<file path="src/rtl/gci_std_display_vram_read_scheduler.sv">
// Display-side VRAM read sequencer: burst reads into a pixel FIFO, pops on pixel request, frame flush and underflow.
// Optional macro GCI_STD_DISPLAY_VRAM_READ_UNDERFLOW_CNT_EN adds the saturating oUNDERFLOW_CNT output.
module gci_std_display_vram_read_scheduler #(
  parameter int P_MEM_ADDR_N = 23,
  parameter int P_BASE_ADDR  = 0,
  parameter int P_H_PIXELS   = 640,
  parameter int P_V_LINES    = 480,
  parameter int P_BURST_LEN  = 16,
  parameter int P_FIFO_DEPTH = 64
) (
  input  logic                    iDISP_CLOCK,
  input  logic                    inRESET,
  input  logic                    iRESET_SYNC,
  input  logic                    iRD_ENA,
  input  logic                    iRD_SYNC,
  output logic                    oRD_VALID,
  output logic [9:0]              oRD_DATA_R,
  output logic [9:0]              oRD_DATA_G,
  output logic [9:0]              oRD_DATA_B,
  output logic                    oUNDERFLOW,
  output logic                    oIF_REQ,
  input  logic                    iIF_ACK,
  output logic                    oIF_FINISH,
  output logic                    oIF_ENA,
  input  logic                    iIF_BUSY,
  output logic [P_MEM_ADDR_N-1:0] oIF_ADDR,
  input  logic                    iIF_VALID,
  input  logic [31:0]             iIF_DATA
`ifdef GCI_STD_DISPLAY_VRAM_READ_UNDERFLOW_CNT_EN
  ,
  output logic [15:0]             oUNDERFLOW_CNT
`endif
);

  localparam int L_PW = $clog2(P_FIFO_DEPTH);
  localparam int L_CW = L_PW + 1;
  localparam int L_BW = $clog2(P_BURST_LEN) + 1;
  localparam logic [P_MEM_ADDR_N-1:0] L_BASE = P_MEM_ADDR_N'(P_BASE_ADDR);
  localparam logic [P_MEM_ADDR_N-1:0] L_LAST = P_MEM_ADDR_N'(P_BASE_ADDR + P_H_PIXELS * P_V_LINES - 1);
  localparam logic [L_BW-1:0] L_BURST    = L_BW'(P_BURST_LEN);
  localparam logic [L_BW-1:0] L_BURST_M1 = L_BW'(P_BURST_LEN - 1);
  localparam logic [L_CW-1:0] L_ROOM     = L_CW'(P_FIFO_DEPTH - P_BURST_LEN);

  typedef enum logic [2:0] {ST_IDLE, ST_REQ, ST_ISSUE, ST_WAIT, ST_FIN} state_t;

  state_t                  r_state, w_next;
  logic [P_MEM_ADDR_N-1:0] r_addr;
  logic [L_BW-1:0]         r_issued, r_recv;
  logic                    r_pending;
  logic [L_CW-1:0]         r_count;
  logic [L_PW-1:0]         r_wptr, r_rptr;
  logic [31:0]             r_mem [P_FIFO_DEPTH];
  logic                    r_rd_valid;
  logic [29:0]             r_rd_data;
  logic                    r_underflow;

  logic            w_in_burst, w_accept, w_flush, w_set_pending, w_push;
  logic            w_rd_req, w_pop, w_uflow;
  logic [L_BW-1:0] w_outstanding;
  logic [L_CW-1:0] w_reserved;
  logic            w_unused_data;

  assign w_unused_data = &{1'b0, iIF_DATA[31:30]};

  assign w_in_burst    = (r_state == ST_ISSUE) || (r_state == ST_WAIT);
  assign w_accept      = (r_state == ST_ISSUE) && !iIF_BUSY;
  // Outside a burst a frame sync clears at once; inside one it is deferred to FIN.
  assign w_flush       = (iRD_SYNC && !w_in_burst) || ((r_state == ST_FIN) && r_pending);
  assign w_set_pending = iRD_SYNC && w_in_burst;
  assign w_push        = iIF_VALID && w_in_burst && !r_pending && !w_set_pending;
  assign w_rd_req      = iRD_ENA && !iRD_SYNC && !r_pending;
  assign w_pop         = w_rd_req && (r_count != '0);
  assign w_uflow       = w_rd_req && (r_count == '0);
  assign w_outstanding = r_issued - r_recv;
  assign w_reserved    = r_count + L_CW'(w_outstanding);

  always_comb begin
    w_next = r_state;
    case (r_state)
      ST_IDLE:  if (!r_pending && !iRD_SYNC && (w_reserved <= L_ROOM)) w_next = ST_REQ;
      ST_REQ:   if (iIF_ACK) w_next = ST_ISSUE;
      ST_ISSUE: if (w_accept && (r_issued == L_BURST_M1)) w_next = ST_WAIT;
      ST_WAIT:  if ((r_recv == L_BURST) || (iIF_VALID && (r_recv == L_BURST_M1))) w_next = ST_FIN;
      ST_FIN:   w_next = ST_IDLE;
      default:  w_next = ST_IDLE;
    endcase
  end

  assign oIF_REQ    = (r_state == ST_REQ);
  assign oIF_ENA    = (r_state == ST_ISSUE);
  assign oIF_ADDR   = (r_state == ST_ISSUE) ? r_addr : '0;
  assign oIF_FINISH = (r_state == ST_FIN);
  assign oRD_VALID  = r_rd_valid;
  assign oRD_DATA_R = r_rd_data[29:20];
  assign oRD_DATA_G = r_rd_data[19:10];
  assign oRD_DATA_B = r_rd_data[9:0];
  assign oUNDERFLOW = r_underflow;

  always_ff @(posedge iDISP_CLOCK) begin
    if (w_push) r_mem[r_wptr] <= iIF_DATA;
  end

  always_ff @(posedge iDISP_CLOCK or negedge inRESET) begin
    if (!inRESET) begin
      r_state <= ST_IDLE;  r_addr <= L_BASE;  r_issued <= '0;  r_recv <= '0;
      r_pending <= 1'b0;   r_count <= '0;     r_wptr <= '0;    r_rptr <= '0;
      r_rd_valid <= 1'b0;  r_rd_data <= '0;   r_underflow <= 1'b0;
    end else if (iRESET_SYNC) begin
      r_state <= ST_IDLE;  r_addr <= L_BASE;  r_issued <= '0;  r_recv <= '0;
      r_pending <= 1'b0;   r_count <= '0;     r_wptr <= '0;    r_rptr <= '0;
      r_rd_valid <= 1'b0;  r_rd_data <= '0;   r_underflow <= 1'b0;
    end else begin
      r_state <= w_next;
      if (w_flush) r_addr <= L_BASE;
      else if (w_accept) r_addr <= (r_addr == L_LAST) ? L_BASE : r_addr + P_MEM_ADDR_N'(1);
      if (r_state == ST_FIN) begin
        r_issued  <= '0;
        r_recv    <= '0;
        r_pending <= 1'b0;
      end else begin
        if (w_accept) r_issued <= r_issued + L_BW'(1);
        if (iIF_VALID && w_in_burst) r_recv <= r_recv + L_BW'(1);
        if (w_set_pending) r_pending <= 1'b1;
      end
      if (w_flush) begin
        r_count <= '0;
        r_wptr  <= '0;
        r_rptr  <= '0;
      end else begin
        if (w_push) r_wptr <= r_wptr + L_PW'(1);
        if (w_pop)  r_rptr <= r_rptr + L_PW'(1);
        case ({w_push, w_pop})
          2'b10:   r_count <= r_count + L_CW'(1);
          2'b01:   r_count <= r_count - L_CW'(1);
          default: r_count <= r_count;
        endcase
      end
      r_rd_valid <= w_pop;
      r_rd_data  <= w_pop ? r_mem[r_rptr][29:0] : '0;
      if (w_uflow) r_underflow <= 1'b1;
    end
  end

`ifdef GCI_STD_DISPLAY_VRAM_READ_UNDERFLOW_CNT_EN
  logic [15:0] r_uf_cnt;
  always_ff @(posedge iDISP_CLOCK or negedge inRESET) begin
    if (!inRESET) r_uf_cnt <= '0;
    else if (iRESET_SYNC) r_uf_cnt <= '0;
    else if (w_uflow && (r_uf_cnt != 16'hFFFF)) r_uf_cnt <= r_uf_cnt + 16'd1;
  end
  assign oUNDERFLOW_CNT = r_uf_cnt;
`endif

endmodule

</file>
<file path="config.mk">
export PLATFORM = sky130hd
export DESIGN_NAME = gci_std_display_vram_read_scheduler
export DESIGN_NICKNAME = d
export VERILOG_FILES = /design/src/rtl/gci_std_display_vram_read_scheduler.sv
export SDC_FILE = /design/constraint.sdc
export NUM_CORES = 2
export LEC_CHECK = 0
export ABC_AREA = 1
export ABC_CLOCK_PERIOD_IN_PS = 4600
export BUFFER_PORTS_ARGS = -buffer_cell sky130_fd_sc_hd__buf_4
export CELL_PAD_IN_SITES_DETAIL_PLACEMENT = 1
export CELL_PAD_IN_SITES_GLOBAL_PLACEMENT = 2
export CORE_ASPECT_RATIO = 0.7
export CORE_UTILIZATION = 39
export CTS_CLUSTER_SIZE = 40
export DETAILED_ROUTE_END_ITERATION = 8
export PLACE_DENSITY = 0.8
export RECOVER_POWER = 25
export SYNTH_ARGS = -nofsm -noshare
export SYNTH_HDL_FRONTEND = slang
export SYNTH_SLANG_ARGS = --single-unit
</file>
<file path="constraint.sdc">
create_clock -name iDISP_CLOCK -period 4.6 [get_ports iDISP_CLOCK]
set_input_delay 0.23 -clock iDISP_CLOCK [delete_from_list [all_inputs] [get_ports iDISP_CLOCK]]
set_output_delay 0.23 -clock iDISP_CLOCK [all_outputs]
set_load 0.01 [all_outputs]
</file>
==> results.ini <==
[sta]
fin_worst_skew_ps = 37.9
rsz0062_at_grt = false
hold_viol = 0
finalSetupTns_ps = 0
maxSlewViolCount = 1425
min_period_ps = 3690
tightestPinTransition_ps = 3670
final-setup-viol-count = 0
min_period_over_period = 0.802
slew_headroom = -1.45
fmax_mhz = 271

[critical_path]
regToRegSetupSlack_ps = 910
r2r_start = r_rptr[0]
crit_path_cell_trace = inv_8 -> buf_4 -> o21ai_0 -> nand3_1 -> nand3_1 -> nand2_1 -> nand3_1 -> a21oi_1
worst_path_most_repeated_cell = nand3_1
critPathCaptureType = flip-flop
critPathKind = reg -> reg
worst_ep_required_time_ps = 5240
critical_path_depth = 8
rr_worst_depth = 8
cp_top_family = buffers and inverters
path_max_fanout = 82
worstSetupStartpointType = flip-flop
cpPeakStageDelay_ps = 780
cp_slowest_cell = dfrtp_4
cp.arrival_ps = 4330
worst-path-buf-inv = 2
r2r_end = r_rd_data[8]

[floorplanning]
ios = 98
die_w_um = 557
die_area_sq_um = 217000
num_rows = 142
start_util = 0.393
fp.dieH_um = 390
core_area_sq_um = 214000

[outcome]
status = complete, but fails checks
violations = max-capacitance violations, max-slew violations

[synthesis]
synth_top_cell_area_share = 0.686
synth-edff-count = 1920
synth_area_leaders = edfxtp_1 69%, nand2_1 11%, nand3_1 6.0%
synth.distinct_cells = 35
async_flop_share = 0.0438
avgSynthCellArea_sq_um = 10.8
ys_warn_count = 0
synth_common_cells = 2,517 x nand2_1, 1,920 x edfxtp_1, 1,010 x nand3_1
synth-seq-area-share = 0.712
synth.most_common_cell = nand2_1
synth_area_sq_um = 84100
synthCells = 7757
synthFlopType = edfxtp_1
synth_area_leader_cell = edfxtp_1
synth_seq_cells = 2008
synthesis.nets = 7823

[route]
drtAntennaViolNets = 0
dr.pass1.iters = 5
drt_iter0_markers = 5473
via_count = 58200
drc = 0
routedWlPerCell_um = 24.2
vias_per_cell = 5.35
drt_wl_total_um = 263000

[global_route]
grt_first_pass_wirelength_um = 386000
antenna_found_initial = 16
grt_start_max_net_pins = 118
grt_pass1_vias = 59300
grt.overflow.total = 0
grtUsageTotal = 0.240

[clocking]
htree_levels = 4
clock_latency_ps = 850
root_buffer = clkbuf_16
clockBufferDepth = 4
cts_sinks = 2008
cts_buffers = 198
clkTransAtPathRegs_ps = 70
tritoncts = yes
cts-resized-gates = 0

[job]
maxCapViolations = 22

[pwr]
power_leakage_uw = 0.0364
power_density_nw_per_um2 = 387
vdd_drop_max_v = 0.000374

[finish]
drive_gt1_frac = 0.0754
area_delta_synth_final_pct = 13.4
final_nets = 7918
final_cell_count_no_fill = 10900
final_util = 0.445

[worst_hold_path]
whs_path_depth = 4
hold_path_class = in -> reg
whs_endpoint = r_pending
min-delay-start = iRD_SYNC

[placement]
place_hpwl_um = 152000
gp_congestion = 0.847
io_buffer_count = 95
place_inst = 10500

-- cells in the final DEF (no fill, tap or decap), drive strengths merged, types with 21 or more instances in the layout --
cell type,n
nor2,716
o21ai,249
nand2,2520
nor3,24
clkbuf,270
nand3,1010
edfxtp,1920
dlygate4sd3,34
inv,564
ha,23
a21oi,118
buf,254
dfrtp,88
nand4,21
clkinv,83
and3,54
-- registers in the layout, indices dropped and copies added, names as in the netlist --
signal	cells
r_rptr	6
r_mem	1920
r_issued	5
r_rd_data	30
oRD_VALID	1
r_addr	23
r_count	7
r_pending	1
oUNDERFLOW	1
r_recv	5
r_wptr	6
r_state	3
-- final cells by class --
type	instances	area, sq um
fill	23000	119000
sequential	2008	59900
multi-input combinational	4771	20700
clock buffer	248	5270
tap	2880	3600
timing repair buffer	310	2830
inverter	563	2140
clock inverter	101	817
antenna	5	12.5
-- worst reg2reg max path, cell delays in order (launching register included) --
cell     delay (ps)
dfrtp_4         780
inv_8           690
buf_4           590
o21ai_0         180
nand3_1         100
nand3_1         130
nand2_1         120
nand3_1         250
a21oi_1         660
-- repair_timing --
item	CTS	global route
buffers inserted	0	0
hold endpoints to repair	991	0
hold buffers	34	0
-- logic make-up after synthesis --
family,Yosys count,synth area share
AOI/OAI and AO/OA,379,0.0229
adders and majority gates,26,0.00414
buffers and inverters,978,0.0470
xor gates and xnor gates,14,0.00146
and+or+nand+nor,4352,0.213
DFF,2008,0.712
-- routing by layer --
metal,track usage,vias to the layer above,wire (um),part of all wire
li1,-,26200,-,-
met5,0,-,140,0.00053
met2,0.373,1576,119000,0.45
met4,0.0696,20,7500,0.028
met3,0.0414,375,16700,0.063
met1,0.345,30000,120000,0.46
-- stage by stage --
stage / hold slack, ps / setup WS, ps / area [sq um] / power (uW)
2_1_floorplan: -65.6 / 73.1 / 84100 / 20900
3_3_place_gp: 392 / 1130 / 88900 / 21400
3_5_place_dp: 396 / 1050 / 88900 / 21400
4_1_cts: 5.36 / 1020 / 95400 / 37200
5_1_grt: 251 / 625 / 95300 / 37900
6_report: 254 / 912 / 95300 / 36900
-- worst max path at each step --
stage	startpoint	to	slack, ps
2_1_floorplan	r_state[2]	r_mem[15][0]	70
4_1_cts	r_rptr[0]	r_rd_data[8]	1020
5_1_grt	inRESET	r_rd_data[4]	630
6_report	r_rptr[0]	r_rd_data[8]	910
3_5_place_dp	r_rptr[0]	r_rd_data[8]	1050
3_3_place_gp	r_rptr[0]	r_rd_data[8]	1130
-- report_power, final --
group	internal, uW	switching [uW]	leakage, uW
combinational	204	755	0.0149
sequential	20100	40.6	0.0185
clock	8850	6970	0.00299
Power figures use the tool's default switching activity.
